## src/rtl/pulse_stretch_queue.sv

```systemverilog
// Replays each TRIG rising edge as a fixed-width OUT pulse followed by a forced low gap.
// Edges arriving while a pulse is in progress are queued in a saturating counter.
module pulse_stretch_queue #(
    parameter int unsigned HIGH_CYC = 100,
    parameter int unsigned GAP_CYC  = 4,
    parameter int unsigned PEND_W   = 3
) (
    input  logic              CLK,
    input  logic              RST,
    input  logic              TRIG,
    output logic              OUT,
    output logic              BUSY,
    output logic [PEND_W-1:0] PENDING,
    output logic              OVF
);

    localparam int unsigned CNT_MAX = (HIGH_CYC > GAP_CYC) ? HIGH_CYC : GAP_CYC;
    localparam int unsigned CNT_W   = (CNT_MAX > 1) ? $clog2(CNT_MAX) : 1;

    localparam logic [CNT_W-1:0]  CNT_HIGH = CNT_W'(HIGH_CYC - 1);
    localparam logic [CNT_W-1:0]  CNT_GAP  = CNT_W'(GAP_CYC - 1);
    localparam logic [PEND_W-1:0] PEND_MAX = {PEND_W{1'b1}};

    typedef enum logic [1:0] {
        IDLE = 2'd0,
        HIGH = 2'd1,
        GAP  = 2'd2
    } state_t;

    state_t             state_q;
    state_t             state_d;
    logic [CNT_W-1:0]   cnt_q;
    logic [CNT_W-1:0]   cnt_d;
    logic [PEND_W-1:0]  pend_d;
    logic               ovf_d;
    logic               out_d;
    logic               busy_d;
    logic               trig_p;
    logic               trig_edge;
    logic               enq;

    assign trig_edge = TRIG & ~trig_p;

    // State and all output registers
    always_ff @(posedge CLK or posedge RST) begin
        if (RST) begin
            state_q <= IDLE;
            cnt_q   <= '0;
            trig_p  <= 1'b0;
            OUT     <= 1'b0;
            BUSY    <= 1'b0;
            PENDING <= '0;
            OVF     <= 1'b0;
        end else begin
            state_q <= state_d;
            cnt_q   <= cnt_d;
            trig_p  <= TRIG;
            OUT     <= out_d;
            BUSY    <= busy_d;
            PENDING <= pend_d;
            OVF     <= ovf_d;
        end
    end

    // Next-state, counter and queue bookkeeping
    always_comb begin
        state_d = state_q;
        cnt_d   = cnt_q;
        pend_d  = PENDING;
        ovf_d   = OVF;
        out_d   = OUT;
        enq     = 1'b0;

        case (state_q)
            IDLE: begin
                if (trig_edge) begin
                    state_d = HIGH;
                    out_d   = 1'b1;
                    cnt_d   = CNT_HIGH;
                end
            end
            HIGH: begin
                enq = trig_edge;
                if (cnt_q == '0) begin
                    state_d = GAP;
                    out_d   = 1'b0;
                    cnt_d   = CNT_GAP;
                end else begin
                    cnt_d = cnt_q - CNT_W'(1);
                end
            end
            GAP: begin
                if (cnt_q != '0) begin
                    cnt_d = cnt_q - CNT_W'(1);
                    enq   = trig_edge;
                end else if (PENDING != '0) begin
                    // An edge in this cycle replaces the dequeued event: net count unchanged
                    state_d = HIGH;
                    out_d   = 1'b1;
                    cnt_d   = CNT_HIGH;
                    if (!trig_edge) begin
                        pend_d = PENDING - PEND_W'(1);
                    end
                end else if (trig_edge) begin
                    state_d = HIGH;
                    out_d   = 1'b1;
                    cnt_d   = CNT_HIGH;
                end else begin
                    state_d = IDLE;
                end
            end
            default: begin
                state_d = IDLE;
                out_d   = 1'b0;
                cnt_d   = '0;
            end
        endcase

        if (enq) begin
            if (PENDING == PEND_MAX) begin
                ovf_d = 1'b1;
            end else begin
                pend_d = PENDING + PEND_W'(1);
            end
        end

        busy_d = (state_d != IDLE);
    end

endmodule
```

## config.mk

```make
export PLATFORM = sky130hd
export DESIGN_NAME = pulse_stretch_queue
export DESIGN_NICKNAME = d
export VERILOG_FILES = /design/src/rtl/pulse_stretch_queue.sv
export SDC_FILE = /design/constraint.sdc
export NUM_CORES = 1
export LEC_CHECK = 0
export CELL_PAD_IN_SITES_DETAIL_PLACEMENT = 0
export CELL_PAD_IN_SITES_GLOBAL_PLACEMENT = 1
export CORE_MARGIN = 2
export CORE_UTILIZATION = 46
export DETAILED_ROUTE_END_ITERATION = 7
export GPL_TIMING_DRIVEN = 1
export PLACE_DENSITY_LB_ADDON = 0.1
export SLEW_MARGIN = 15
export SYNTH_ARGS = -nofsm -noshare
export SYNTH_HDL_FRONTEND = slang
export SYNTH_SLANG_ARGS = --single-unit
```

## constraint.sdc

```tcl
create_clock -name CLK -period 3.4 [get_ports CLK]
set_clock_uncertainty 0.05 [all_clocks]
set_input_delay 0.51 -clock CLK [delete_from_list [all_inputs] [get_ports CLK]]
set_output_delay 0.51 -clock CLK [all_outputs]
set_load 0.01 [all_outputs]
```

==> flow_summary.toml <==
[status]
status = "finished clean"

[logic_synthesis]
yosysSeqAreaShare_pct = 35.9
synth_flop_cell = "dfrtp_1"
postSynthCellCount = 127
syn_nets = 140
synth_edf_count = 0
ys_ff_latch = 16
synth_cell_types = 39
synth.avg_cell_area_sq_um = 8.78
synthArstFlopShare_pct = 100
mappedNetlistArea_sq_mm = 0.00111
yosys_warnings = 0

[die]
core_area_sq_mm = 0.00225
start_util_pct = 49.4
io_pins = 9
die_h_microns = 53.2
die_w_microns = 53.2
die-area_sq_mm = 0.00283
rows = 17

[global_routing]
grt_pass1_wl_mm = 4.24
grt_antenna_before_repair = 0
grt_start_max_net_pins = 17
grt_use_total_pct = 20.8
grt_overflow = 0
grt_pass1_vias = 919

[routing]
antenna_left = 0
first_pass_iters = 4
drc_errors = 0
first_iter_violations = 36
vias = 983
vias_per_cell = 6.11
wire_per_inst_microns = 15.3
drt-total-wl_mm = 2.46

[power]
p_clk_share_pct = 11.3
power.total_mw = 1.14
power_density_mw_per_mm2 = 923
intPower_mw = 0.624
swShare_pct = 45.4
p_comb_share_pct = 56.0
seqPwrFrac_pct = 32.7
p_sw_mw = 0.519
p_leak_nw = 0.531
irDropWorstVdd_mv = 0.457

[place]
place_area_sq_mm = 0.00120
pre_cts_ws_ns = 1.09
hpwlAfterDp_mm = 1.77
gp_congestion = 0.826
dp.cells = 157
port_buffers = 8

[sta]
max_slew.worst_pin.slew_ns = 0.657
tns_ns = 0
setup_viol = 0
post-route-period-util_pct = 67.1
hold_viol = 0
rsz0062_at_grt = "false"
maxSlewHeadroom_pct = 56.2
fin_crit_ns = 2.28
setup_ws_ns = 1.12
slew_violations = 0
fmax_ghz = 0.439

[setup_path]
cp_max_fo = 8
end_kind = "flip-flop"
cp.arrival_ns = 2.46
start_kind = "flip-flop"
required_ns = 3.58
path_class = "flip-flop to flip-flop"

[clock_network]
cts_buffer_depth = 2
clkLatencyLatePin_ns = 0.29
cts_resized = 0
cts_sinks = 16
htree_levels = 1
hold_buffers = 0
root_buffer = "clkbuf_4"
cts_inserted_buffers = 3
clkSlewWorstSetupHoldPaths_ns = 0.10
cts_setup_buffers = 0
tritoncts = "done"

[final_layout]
final_cell_mix = "dfrtp_1, o21ai_0, ha_1"
drive_gt1_share_pct = 7.52
diodes = 0
seq_area_sq_um = 400
fill_cells = 234
nets = 147
multi_input_area_sq_um = 652
instances_no_fill = 161
final_common_cell = "dfrtp_1"
design_area_sq_mm = 0.00124
area_growth_pct = 11.0

[hold_path]
hold_class = "flip-flop to flip-flop"

[job]
max_cap_violations = 0
==> power by group through the flow <==
stage / clock network, mW / registers, mW / logic [mW]
5_1_grt: 0.143 / 0.389 / 0.719
3_5_place_dp: 0 / 0.377 / 0.633
4_1_cts: 0.134 / 0.373 / 0.638
6_report: 0.129 / 0.374 / 0.640
2_1_floorplan: 0 / 0.369 / 0.460
3_3_place_gp: 0 / 0.375 / 0.631
==> sequential cells by signal, summed over array words and instances (netlist names) <==
name,count
PENDING,3
cnt_q,7
OUT,1
BUSY,1
trig_p,1
OVF,1
state_q,2
==> layout make-up <==
cell class,count,share of cell area [%]
multi-input cells,96,52.7
flip-flops and latches,16,32.4
clock buffers,4,2.93
well taps,28,2.83
inverters,9,2.73
repair buffers,8,6.47
==> critical path, stage by stage, from the launching register on <==
cell and delay [ns]:
dfrtp_1 0.46, inv_1 0.11, ha_1 0.21, nor2b_1 0.50, and2_1 0.35, nand4_1 0.19, mux2_2 0.31, nand2_1 0.05
==> path summary, 6_finish.rpt <==
kind	start	endpoint	slack, ns	cells past startpoint
max in group asynchronous	RST	cnt_q[0]	2.33	2
worst min-delay path	OVF	OVF	0.41	1
worst min register to register	OVF	OVF	0.41	1
worst max register to register	cnt_q[0]	PENDING[1]	1.12	7
worst max-delay path	cnt_q[0]	PENDING[1]	1.12	7
min in group asynchronous	RST	cnt_q[5]	0.55	2
==> logic make-up after synthesis <==
kind of cell               Yosys count  synth area share, %
and+or+nand+nor                     43                 21.3
DFF                                 16                 35.9
xor gates and xnor gates             1                0.786
adders and majority gates           10                 11.2
muxes                                2                 1.91
buffers and inverters               15                 5.61
AOI/OAI and AO/OA                   40                 23.2
==> synth_stat cells (2+ instances only) <==
library cell   n  area, sq um
o211ai_1       2         15.0
clkbuf_1       2         7.51
nor3_1         3         15.0
nand4_1        2         12.5
nor2_1         9         33.8
o21ai_0       12         60.1
nand2_1        8         30.0
dfrtp_1       16          400
and2_1         3         18.8
ha_1          10          125
inv_1          9         33.8
nor2b_1        3         18.8
a31oi_1        5         31.3
buf_2          2         10.0
nand3_1        6         30.0
a21oi_1        9         45.0
nand2b_1       4         25.0
==> metal layers <==
| layer | track usage [%] | wire length [microns] | up-vias |
|---|---|---|---|
| met5 | 0 | 0 | - |
| met4 | 6.41 | 26 | 0 |
| met3 | 3.67 | 113 | 4 |
| met2 | 32.7 | 1200 | 30 |
| met1 | 28.8 | 1120 | 474 |
| li1 | - | - | 475 |
==> metrics by stage <==
step / hold WS [ns] / util [%]
after floorplan: 0.374 / -
after global placement: 0.389 / 53.3
after detailed placement: 0.393 / 53.3
after CTS: 0.417 / 54.9
after global routing: 0.433 / 54.9
final: 0.414 / 54.9
No activity file was read; power rests on OpenSTA's default activity.
